===== src/rtl/tick_gen.sv =====
// tick_gen: programmable prescaler producing a 1-cycle tick strobe every
// period_act enabled clk cycles. It supports pause, synchronous clear and a
// period reload that takes effect at the next wrap.
// Optional feature macro: TICKGEN_TICK_CNT_EN adds the tick_cnt output.
module tick_gen #(
    parameter int DIV_W      = 16,
    parameter int DEF_PERIOD = 20
) (
    input  logic             clk,
    input  logic             rst,
    input  logic             en,
    input  logic             clr,
    input  logic             period_ld,
    input  logic [DIV_W-1:0] period_in,
    output logic             tick,
    output logic             busy,
    output logic             period_err,
    output logic [DIV_W-1:0] cur_period
`ifdef TICKGEN_TICK_CNT_EN
    ,
    output logic [7:0]       tick_cnt
`endif
);

    typedef enum logic [1:0] {IDLE, RUN, PAUSE} state_t;

    localparam logic [DIV_W-1:0] ONE     = DIV_W'(1);
    localparam logic [DIV_W-1:0] DEF_P   = DIV_W'(DEF_PERIOD);

    state_t           r_state;
    logic [DIV_W-1:0] r_cnt;
    logic             r_tick;
    logic             r_busy;
    logic             r_err;
    logic [DIV_W-1:0] r_period_act;
    logic [DIV_W-1:0] r_pend;
    logic             r_pend_vld;

    logic [DIV_W-1:0] w_last;
    logic             w_wrap;
    logic             w_ld_ok;
    logic             w_ld_zero;

    // period_act is never 0, so period_act-1 cannot underflow
    assign w_last    = r_period_act - ONE;
    assign w_wrap    = (r_cnt == w_last);
    assign w_ld_ok   = period_ld && (period_in != '0);
    assign w_ld_zero = period_ld && (period_in == '0);

    // Main FSM: counting, pause, clear and period reload; all outputs registered
    always_ff @(posedge clk) begin
        if (rst) begin
            r_state      <= IDLE;
            r_cnt        <= '0;
            r_tick       <= 1'b0;
            r_busy       <= 1'b0;
            r_err        <= 1'b0;
            r_period_act <= DEF_P;
            r_pend       <= '0;
            r_pend_vld   <= 1'b0;
        end else if (clr) begin
            // Back to IDLE; a coincident load follows the IDLE rule (direct apply)
            r_state    <= IDLE;
            r_cnt      <= '0;
            r_tick     <= 1'b0;
            r_busy     <= 1'b0;
            r_pend_vld <= 1'b0;
            r_err      <= w_ld_zero;
            if (w_ld_ok)
                r_period_act <= period_in;
        end else begin
            r_err  <= w_ld_zero;
            r_tick <= 1'b0;
            if (en) begin
                // IDLE->RUN and PAUSE->RUN both count on the entering edge
                r_state <= RUN;
                r_busy  <= 1'b1;
                if (w_wrap) begin
                    r_cnt  <= '0;
                    r_tick <= 1'b1;
                    if (r_pend_vld) begin
                        r_period_act <= r_pend;
                        r_pend_vld   <= 1'b0;
                    end
                end else begin
                    r_cnt <= r_cnt + ONE;
                end
            end else if (r_state == RUN) begin
                r_state <= PAUSE;
                r_busy  <= 1'b0;
            end
            // Load placed after the wrap so a request on the wrap edge stays pending
            if (w_ld_ok) begin
                if (r_state == IDLE) begin
                    r_period_act <= period_in;
                end else begin
                    r_pend     <= period_in;
                    r_pend_vld <= 1'b1;
                end
            end
        end
    end

    assign tick       = r_tick;
    assign busy       = r_busy;
    assign period_err = r_err;
    assign cur_period = r_period_act;

`ifdef TICKGEN_TICK_CNT_EN
    logic [7:0] r_tick_cnt;

    // Free-running tick counter: cleared only by rst, held through clr
    always_ff @(posedge clk) begin
        if (rst)
            r_tick_cnt <= '0;
        else if (!clr && en && w_wrap)
            r_tick_cnt <= r_tick_cnt + 8'd1;
    end

    assign tick_cnt = r_tick_cnt;
`endif

endmodule


===== config.mk =====
export PLATFORM = sky130hd
export DESIGN_NAME = tick_gen
export DESIGN_NICKNAME = d
export VERILOG_FILES = /design/src/rtl/tick_gen.sv
export SDC_FILE = /design/constraint.sdc
export NUM_CORES = 1
export LEC_CHECK = 0
export CAP_MARGIN = 15
export CORE_MARGIN = 2
export CORE_UTILIZATION = 55
export CTS_CLUSTER_SIZE = 12
export DETAILED_ROUTE_END_ITERATION = 10
export HOLD_SLACK_MARGIN = 0.05
export PLACE_DENSITY_LB_ADDON = 0.05
export SLEW_MARGIN = 20
export SYNTH_ARGS = -nofsm -noshare
export SYNTH_HDL_FRONTEND = slang
export SYNTH_SLANG_ARGS = --single-unit

===== constraint.sdc =====
create_clock -name clk -period 3.7 [get_ports clk]
set_input_delay 0.37 -clock clk [delete_from_list [all_inputs] [get_ports clk]]
set_output_delay 0.37 -clock clk [all_outputs]
set_load 0.02 [all_outputs]

Yosys cells after proc, flatten, opt, wreduce, memory -nomap -nowiden
Cells that the tools add are included.
Word-level totals
  register bits after elaboration: 54
  word-level logic and storage cells: 44
  input port bits: 21
Operators by class
  bitwise operators: 3
  reductions and logical operators: 10
  muxes and demuxes: 17
  $add $sub $neg: 2
  equality and inequality tests: 3
Operator list (count)
  2-to-1 mux 16 bit: 8
  adder 16 x 1 -> 16 bit, second input constant: 1
  == test 16 bit: 1
  zero test 16 bit: 1
  nonzero test 16 bit: 1
  subtractor 16 x 1 -> 16 bit, second input constant: 1
  2-to-1 mux 1 bit: 9
  OR reduction 3 bit: 2
  inverter 1 bit: 3
  AND reduction 3 bit: 1
  == test 2 x 1 -> 1 bit, second input constant: 1
  logical AND 1 bit: 2
  zero test 2 bit: 1
  inequality test 2 x 1 -> 1 bit, second input constant: 1
  nonzero test 2 bit: 1
  OR reduction 2 bit: 1

Depth between registers and ports, before layout
Gate-level depths: netlist of run 1.
  word-level depth: 7
  mapped depth: 11

Least setup slack after synthesis of run 1
No wires, ideal clock.
  kind: register -> register
  start: register r_period_act[0] (netlist: cur_period[0])
  end: register r_period_act[2] (netlist: cur_period[2])
  cell stages (with the launch flop): 12
  buffers on the path: 2
  clock period less this slack: 2.994 ns
  setup slack: 0.706 ns
  required time: 3.570 ns
  library setup time: 0.130 ns
  arrival time: 2.864 ns
  path through: dfxtp_1 > inv_1 > ha_1 > or4b_1 > nor3_1 > a22o_1 > a21oi_1 > or4b_1 > clkbuf_1 > clkbuf_1 > o211ai_1 > o211ai_1
Between the ends
  word-level cells in the longest chain between the ends: 7
RTL lines
  start: declaration: RTL line 35  | logic [DIV_W-1:0] r_period_act;
  start signal: assignment: RTL line 70  | r_period_act <= period_in;
  start signal: assignment: RTL line 82  | r_period_act <= r_pend;
  start signal: assignment: RTL line 95  | r_period_act <= period_in;
  subtractor 16 x 1 -> 16 bit *: RTL line 45  | assign w_last = r_period_act - ONE;
  == test 16 bit *: RTL line 46  | assign w_wrap = (r_cnt == w_last);
  2-to-1 mux 16 bit *: RTL line 78  | if (w_wrap) begin
  2-to-1 mux 16 bit *: RTL line 74  | if (en) begin
  2-to-1 mux 16 bit: RTL line 94  | if (r_state == IDLE) begin
  2-to-1 mux 16 bit *: RTL line 93  | if (w_ld_ok) begin
  2-to-1 mux 16 bit *: RTL line 61  | end else if (clr) begin
Every way passes the cells marked *; elsewhere a longest branch is shown, timed or not.
A chain may end at the register's enable or synchronous reset.

Worst setup path after layout of run 1
  start: register r_period_act[1] (netlist: cur_period[1])
  end: register r_period_act[4] (netlist: cur_period[4])
The elaborated chain is that of the path after synthesis.

==> run_results.csv, run 1 <==
group,metric,value,unit
detailed_routing,highest_layer,"met4",
detailed_routing,drc,0,
timing,setup_tns,0,ns
detailed_routing,wl_met2,3210,um
die,core_area,5110,sq um
detailed_routing,wirelength,6900,um
final_layout,antennaDiodeCount,0,
synth,syn_area_per_cell,8.25,sq um
cts,cts_num_sinks,53,
cts,clk_latency,0.31,ns
die,floorplan.initialDensity,0.567,
setup_path,r2r_start,"cur_period[1]",
power_and_ir_drop,power_density,341,nW/um^2
timing,slew-limit-headroom,0.516,
cts,cts_htree_levels,2,
detailed_routing,met1_length,3180,um
timing,fin_hold_ws,0.493,ns
detailed_routing,wl_met3,381,um
synth,synth_edf_count,0,
place,port_buffers,39,
place,place_area,3320,sq um
synth,synth_seq_cells,53,
place,dp_cells,442,
final_layout,stdcell_area,3410,sq um
final_layout,layout.nets,402,
global_route,grt_antenna_before_repair,0,
final_layout,utilization,0.667,
setup_path,r2r_end,"cur_period[4]",
setup_path,path_max_fanout,16,
timing,maxSlewViolCount,0,
synth,ys.flop_type,"dfxtp_1",
synth,synth_top_area_frac,0.366,
timing,skew,0.00734,ns
status,outcome,"finished clean",
global_route,grt_pass1_vias,2376,
place,dp_slack,0.467,ns
die,die_h,76.6,um
timing,setup_slack,0.415,ns
power_and_ir_drop,p_leak,1.26,nW
synth,synth_seq_area_share,0.366,
cts,clk_transition_reported_paths,0.10,ns
detailed_routing,post_drt_wl_per_cell,15.4,um
synth,synthCells,351,
timing,finalSetupViolations,0,
cts,cts-buffers-inserted,5,
die,rows,26,
worst_hold_path,hp-class,"flip-flop to flip-flop",
cts,clockBufferDepth,2,
cts,cts-root-buf,"clkbuf_8",
detailed_routing,viasPerCell,5.85,
timing,fmax,0.304,GHz
global_route,grt_util_all_layers,0.242,
die,io_pins,40,
power_and_ir_drop,fin_total_pwr,1.16,mW
cts,hold_buffers,0,
synth,ys_top_cells_by_area,"dfxtp_1 (37%), nor2_1 (10%), xor2_1 (5.7%)",
final_layout,layout_commonest_cell,"nor2_1",
setup_path,cp_data_required_time,3.89,ns
job,maxCapViolations,0,
final_layout,areaGrowthSynthToFinish,17.6,%
power_and_ir_drop,vdd_drop_max,0.213,mV
final_layout,drive_gt1_frac,0.0501,
timing,hold_viol,0,
cts,cts_setup_buffers,0,
synth,synth_top_cell_by_area,"dfxtp_1",
timing,fin_crit,3.28,ns
detailed_routing,vias,2626,
final_layout,stdcell_count,449,
global_route,grt_max_degree,24,
setup_path,reg2reg_setup_slack,0.42,ns
synth,synthDistinctLibCells,51,
place,gp_congestion,0.966,
setup_path,end_kind,"flip-flop",
timing,finalCritPeriodShare,0.888,
detailed_routing,drt_iter0_markers,276,
cts,cts_tree,"yes",
synth,async_reset_ff_frac,0,
detailed_routing,detail-route-antenna-nets,0,
setup_path,critPathArrivalTime,3.47,ns
timing,worstMarginPinSlew,0.723,ns
global_route,grt_first_pass_wirelength,11700,um
place,dp_hpwl,4930,um
setup_path,start_kind,"flip-flop",
setup_path,startpoint,"cur_period[1]",
synth,netlist_area,2900,sq um
setup_path,criticalPathCategory,"flip-flop to flip-flop",
die,dieArea,5860,sq um
final_layout,final_cell_mix,"nor2_1 (78), dfxtp_1 (53), clkdlybuf4s50_1 (39), xor2_1 (19), mux2i_1 (16)",
setup_path,crit_path_end,"cur_period[4]",
global_route,grt_overflow,0,
timing,rsz0062_at_grt,"no",
detailed_routing,drt_first_pass_iters,5,
die,die_w,76.6,um
synth,yosys_warnings,0,
setup_path,reg2regPathDepth,9,
synth,synth_nets,374,
cts,ctsResizeCount,0,
-- synthesized netlist by cell type (all sizes together), types with 4 or more instances --
library cell / instances
xnor2: 13
mux2i: 16
o211ai: 10
dfxtp: 53
or4: 4
nor3: 7
o211a: 14
inv: 9
a21oi: 7
o21ai: 13
nand3: 6
nand4: 11
nor2: 78
buf: 7
clkbuf: 17
xor2: 19
nor4: 11
nand2: 12
-- sequential cells by signal, indices dropped and copies added (netlist names) --
signal	cells
cur_period	16
period_err	1
r_pend_vld	1
busy	1
r_state	1
r_pend	16
tick	1
r_cnt	16
-- area by class of cell --
class / instances / area, sq um
repair buffers: 45 / 435
fillers: 465 / 1700
clock inverters: 2 / 16.3
well taps: 70 / 87.6
multi-input cells: 265 / 1700
inverters: 9 / 33.8
clock buffers: 5 / 68.8
flip-flops and latches: 53 / 1060
-- worst min path at each step --
stage,slack [ns],endpoint,startpoint,depth (start not counted)
2_1_floorplan,0.46,r_pend[2],r_pend[2],2
3_3_place_gp,0.47,r_pend[4],r_pend[4],2
3_5_place_dp,0.48,cur_period[4],r_pend[4],2
4_1_cts,0.50,cur_period[4],r_pend[4],2
5_1_grt,0.53,cur_period[10],r_pend[10],1
6_report,0.49,cur_period[4],r_pend[4],2
-- layer usage --
metal,global-route usage,vias to the layer above
met1,0.330,1207
met5,0,-
li1,-,1303
met2,0.402,101
met3,0.0355,15
met4,0.0655,0
-- where the power goes --
| group | switching (mW) | internal [mW] |
|---|---|---|
| registers | 0.0300 | 0.588 |
| clock network | 0.199 | 0.131 |
| logic | 0.114 | 0.0989 |
| total | 0.342 | 0.818 |
-- critical path: stages (launching register included) --
cell and delay [ns]:
dfxtp_1 0.35, inv_1 0.10, ha_1 0.26, or4b_1 0.59, nor3_1 0.25, a22o_1 0.19, a21oi_1 0.17, or4b_1 0.86
o211ai_1 0.29, o211ai_1 0.10
-- cell families (layout without fill, tap and decap cells) --
family,Yosys count,in the layout,synth area share
AOI/OAI and AO/OA,65,65,0.170
muxes,16,16,0.0553
DFF,53,53,0.366
and+or+nand+nor,150,150,0.255
xor gates and xnor gates,32,32,0.0968
buffers and inverters,33,61,0.0471
adders and majority gates,2,2,0.00864
No activity file was read; power rests on OpenSTA's default activity.
==> inputs of run 2 (changes only) <==
- CORE_UTILIZATION: 55 -> 30
==> run_results.csv, run 2 (synthesized netlist as in run 1, its figures left out) <==
group,metric,value,unit
setup_path,end_kind,"flip-flop",
cts,hold_buffers,0,
cts,cts_num_sinks,53,
cts,cts_tree,"yes",
detailed_routing,drc,0,
global_route,grt_max_degree,26,
final_layout,fillerInstances,1002,
timing,worstMarginPinSlew,0.758,ns
cts,cts-buffers-inserted,5,
setup_path,criticalPathCategory,"flip-flop to flip-flop",
die,dieArea,10500,sq um
detailed_routing,vias,2558,
job,maxCapViolations,0,
setup_path,cp_cell_sequence,"inv_1, ha_1, or4b_1, nor3_1, a22o_1, a21oi_1, or4b_1, o211ai_1, o211a_1",
cts,ctsResizeCount,0,
final_layout,final_cell_mix,"nor2_1 (78), dfxtp_1 (53), clkdlybuf4s50_1 (39), xor2_1 (19), mux2i_1 (16)",
die,rows,35,
setup_path,crit_slowest_cell,"or4b_1",
timing,rsz0062_at_grt,"no",
detailed_routing,drt_first_pass_iters,4,
die,io_pins,40,
setup_path,crit_path_max_incr_delay,0.87,ns
place,dp_hpwl,6010,um
cts,clockBufferDepth,2,
setup_path,path_buf_inv,1,
timing,fmax,0.308,GHz
die,die_w,102,um
cts,cts-root-buf,"clkbuf_8",
setup_path,cp_data_required_time,3.96,ns
setup_path,path_max_fanout,16,
cts,cts_htree_levels,2,
setup_path,crit_top_cell,"or4b_1",
place,gp_congestion,0.807,
power_and_ir_drop,vdd_drop_max,0.139,mV
global_route,grt_overflow,0,
cts,clk_latency,0.31,ns
detailed_routing,post_drt_wl_per_cell,15.9,um
timing,slew-limit-headroom,0.493,
global_route,grt_pass1_vias,2478,
die,core_area,9280,sq um
final_layout,layout_commonest_cell,"nor2_1",
timing,fin_crit,3.24,ns
status,outcome,"finished clean",
global_route,grt_antenna_before_repair,0,
final_layout,drive_gt1_frac,0.0526,
detailed_routing,drt_iter0_markers,84,
timing,finalSetupViolations,0,
detailed_routing,viasPerCell,5.03,
timing,hold_viol,0,
timing,skew,0.0109,ns
setup_path,start_kind,"flip-flop",
timing,setup_tns,0,ns
die,floorplan.initialDensity,0.312,
cts,cts_setup_buffers,0,
power_and_ir_drop,fin_total_pwr,1.21,mW
place,port_buffers,39,
cts,clk_transition_reported_paths,0.11,ns
detailed_routing,detail-route-antenna-nets,0,
worst_hold_path,hp-class,"flip-flop to flip-flop",
timing,maxSlewViolCount,0,
final_layout,layout.nets,402,
global_route,grt_first_pass_wirelength,13400,um
setup_path,path_delay_family,"simple AND/OR/NAND/NOR gates",
timing,finalCritPeriodShare,0.876,
die,die_h,102,um
power_and_ir_drop,p_leak,1.27,nW
global_route,grt_util_all_layers,0.164,
detailed_routing,wirelength,8110,um
final_layout,antennaDiodeCount,0,
setup_path,critPathArrivalTime,3.51,ns
power_and_ir_drop,power_density,345,nW/um^2
final_layout,areaGrowthSynthToFinish,20.7,%
==> run 2: path summary, 6_finish.rpt <==
check	cells past startpoint	startpoint	to	slack, ns
worst min register to register	2	r_pend[4]	cur_period[4]	0.49
worst max-delay path	9	cur_period[0]	cur_period[1]	0.46
worst min-delay path	2	r_pend[4]	cur_period[4]	0.49
worst max register to register	9	cur_period[0]	cur_period[1]	0.46
==> run 2: area by class of cell <==
cell class | instances | area (sq um) | area share
Multi-Input combinational cell | 265 | 1700 | 0.487
Sequential cell | 53 | 1060 | 0.304
Timing Repair Buffer | 45 | 435 | 0.125
Tap cell | 129 | 161 | 0.0462
Clock buffer | 6 | 82.6 | 0.0236
Inverter | 9 | 33.8 | 0.00967
Clock inverter | 2 | 17.5 | 0.00501
==> run 2: metal layers <==
metal / vias to the layer above / global-route usage / wire length, um
met5: - / 0 / 0
met4: 0 / 0.0400 / 115
met3: 10 / 0.0287 / 254
met2: 48 / 0.275 / 3810
met1: 1188 / 0.218 / 3920
li1: 1312 / - / -
==> run 2: metrics by stage <==
step                hold WS (ns)  cell area [sq um]  setup WS [ns]  cells  utilization
floorplan                  0.460               2900          0.706    351            -
global placement           0.475               3390          0.547    501        0.366
detailed placement         0.483               3390          0.467    501        0.366
CTS                        0.499               3490          0.446    509        0.376
global route               0.523               3490          0.219    509        0.376
finish                     0.495               3490          0.458    509        0.376
==> run 2: power breakdown <==
part	leakage, nW	total (mW)	internal (mW)	switching [mW]
registers	0.432	0.620	0.588	0.0325
clock network	0.0518	0.374	0.156	0.218
logic	0.784	0.212	0.0973	0.115
total	1.27	1.21	0.842	0.366
==> run 2: tightest hold or removal path, cell delays in order (launching register included) <==
cell and delay, ns:
dfxtp_1 0.33, inv_1 0.04, o211ai_1 0.08
==> inputs of run 3 (changes only) <==
- CTS_CLUSTER_SIZE: 12 -> not set
- SLEW_MARGIN: 20 -> not set
- clock period: 3.7 -> 3.4 ns (I/O delays scaled with it)
==> run_results.csv, run 3 (synthesized netlist as in run 1, its figures left out) <==
group,metric,value,unit
detailed_routing,viasPerCell,5.06,
timing,worstMarginPinSlew,0.714,ns
setup_path,r2r_start,"cur_period[5]",
setup_path,start_kind,"flip-flop",
timing,slew-limit-headroom,0.522,
cts,clk_transition_reported_paths,0.11,ns
timing,fmax,0.325,GHz
power_and_ir_drop,power_density,367,nW/um^2
setup_path,end_kind,"flip-flop",
timing,maxSlewViolCount,0,
status,outcome,"finished clean",
setup_path,cp_data_required_time,3.61,ns
place,dp_hpwl,6000,um
global_route,grt_first_pass_wirelength,13100,um
cts,cts-buffers-inserted,5,
place,place_area,3410,sq um
global_route,grt_max_degree,26,
final_layout,stdcell_area,3500,sq um
timing,skew,0.00936,ns
detailed_routing,vias,2579,
timing,fin_crit,3.08,ns
final_layout,layout.nets,404,
cts,clk_latency,0.32,ns
detailed_routing,drc,0,
cts,cts_htree_levels,2,
place,gp_congestion,0.771,
setup_path,reg2reg_setup_slack,0.32,ns
detailed_routing,drt_iter0_markers,88,
cts,cts_tree,"yes",
die,floorplan.initialDensity,0.312,
die,dieArea,10500,sq um
power_and_ir_drop,fin_total_pwr,1.28,mW
setup_path,criticalPathCategory,"flip-flop to flip-flop",
cts,cts-root-buf,"clkbuf_8",
timing,setup_tns,0,ns
final_layout,antennaDiodeCount,0,
setup_path,cp_cell_sequence,"buf_4, nor4_1, nand4_1, xnor2_1, nor4_1, o2111ai_1, or4_1, buf_4, o211a_1",
setup_path,startpoint,"cur_period[5]",
setup_path,crit_path_max_incr_delay,0.55,ns
setup_path,crit_path_end,"cur_period[0]",
detailed_routing,drt_first_pass_iters,4,
detailed_routing,wirelength,8190,um
die,core_area,9280,sq um
global_route,grt_overflow,0,
global_route,grt_pass1_vias,2469,
cts,cts_setup_buffers,0,
global_route,grt_antenna_before_repair,0,
global_route,grt_util_all_layers,0.161,
final_layout,drive_gt1_frac,0.0577,
setup_path,critPathArrivalTime,3.29,ns
timing,hold_viol,0,
cts,cts_num_sinks,53,
final_layout,layout_commonest_cell,"nor2_1",
setup_path,crit_slowest_cell,"or4_1",
final_layout,areaGrowthSynthToFinish,20.8,%
cts,hold_buffers,0,
setup_path,r2r_end,"cur_period[0]",
die,io_pins,40,
timing,finalSetupViolations,0,
power_and_ir_drop,vdd_drop_max,0.160,mV
die,rows,35,
die,die_h,102,um
worst_hold_path,hp-class,"flip-flop to flip-flop",
timing,rsz0062_at_grt,"no",
setup_path,path_max_fanout,16,
power_and_ir_drop,p_leak,1.27,nW
place,port_buffers,39,
die,die_w,102,um
job,maxCapViolations,0,
cts,clockBufferDepth,2,
timing,finalCritPeriodShare,0.905,
setup_path,reg2regPathDepth,9,
detailed_routing,post_drt_wl_per_cell,16.1,um
final_layout,final_cell_mix,"nor2_1 (78), dfxtp_1 (53), clkdlybuf4s50_1 (39), xor2_1 (19), mux2i_1 (16)",
detailed_routing,detail-route-antenna-nets,0,
cts,ctsResizeCount,0,
-- run 3: worst max-delay path, delay by kind of cell, from the launching register on --
kind	cells	cell delay (ns)
xor+xnor	1	0.21
buf+inv	2	0.39
compound gates	2	0.44
flops	1	0.37
simple gates	4	1.57
-- run 3: how the worst min path moves through the flow --
stage / start / slack, ns / endpoint / depth (start not counted)
5_1_grt: r_pend[4] / 0.52 / cur_period[4] / 2
6_report: r_pend[4] / 0.49 / cur_period[4] / 2
3_3_place_gp: r_pend[4] / 0.48 / r_pend[4] / 2
2_1_floorplan: r_pend[2] / 0.46 / r_pend[2] / 2
3_5_place_dp: r_pend[4] / 0.48 / cur_period[4] / 2
4_1_cts: r_pend[4] / 0.50 / cur_period[4] / 2
-- run 3: final cells by class --
type,count,area (sq um)
Clock buffer,5,68.8
Fill cell,996,5790
Clock inverter,2,16.3
Inverter,9,33.8
Multi-Input combinational cell,265,1710
Sequential cell,53,1060
Tap cell,129,161
Timing Repair Buffer,47,450
-- run 3: power breakdown --
part | total, mW | switching (mW) | internal, mW
clock | 0.373 | 0.230 | 0.143
combinational | 0.234 | 0.127 | 0.108
sequential | 0.675 | 0.0349 | 0.640
total | 1.28 | 0.392 | 0.890
-- run 3: through the flow --
step                      setup WS [ns]  utilization  cells  hold WS [ns]
after global routing             0.0554        0.377    510         0.517
final                             0.324        0.377    510         0.491
after CTS                         0.141        0.376    510         0.496
after detailed placement          0.148        0.367    503         0.480
after floorplan                   0.406            -    351         0.460
after global placement            0.254        0.367    503         0.477
-- run 3: per-layer routing --
layer | vias to the layer above | part of all wire | track usage
li1 | 1309 | - | -
met3 | 4 | 0.035 | 0.0246
met2 | 57 | 0.47 | 0.264
met4 | 0 | 0.0057 | 0.0400
met1 | 1209 | 0.49 | 0.224
met5 | - | 0 | 0
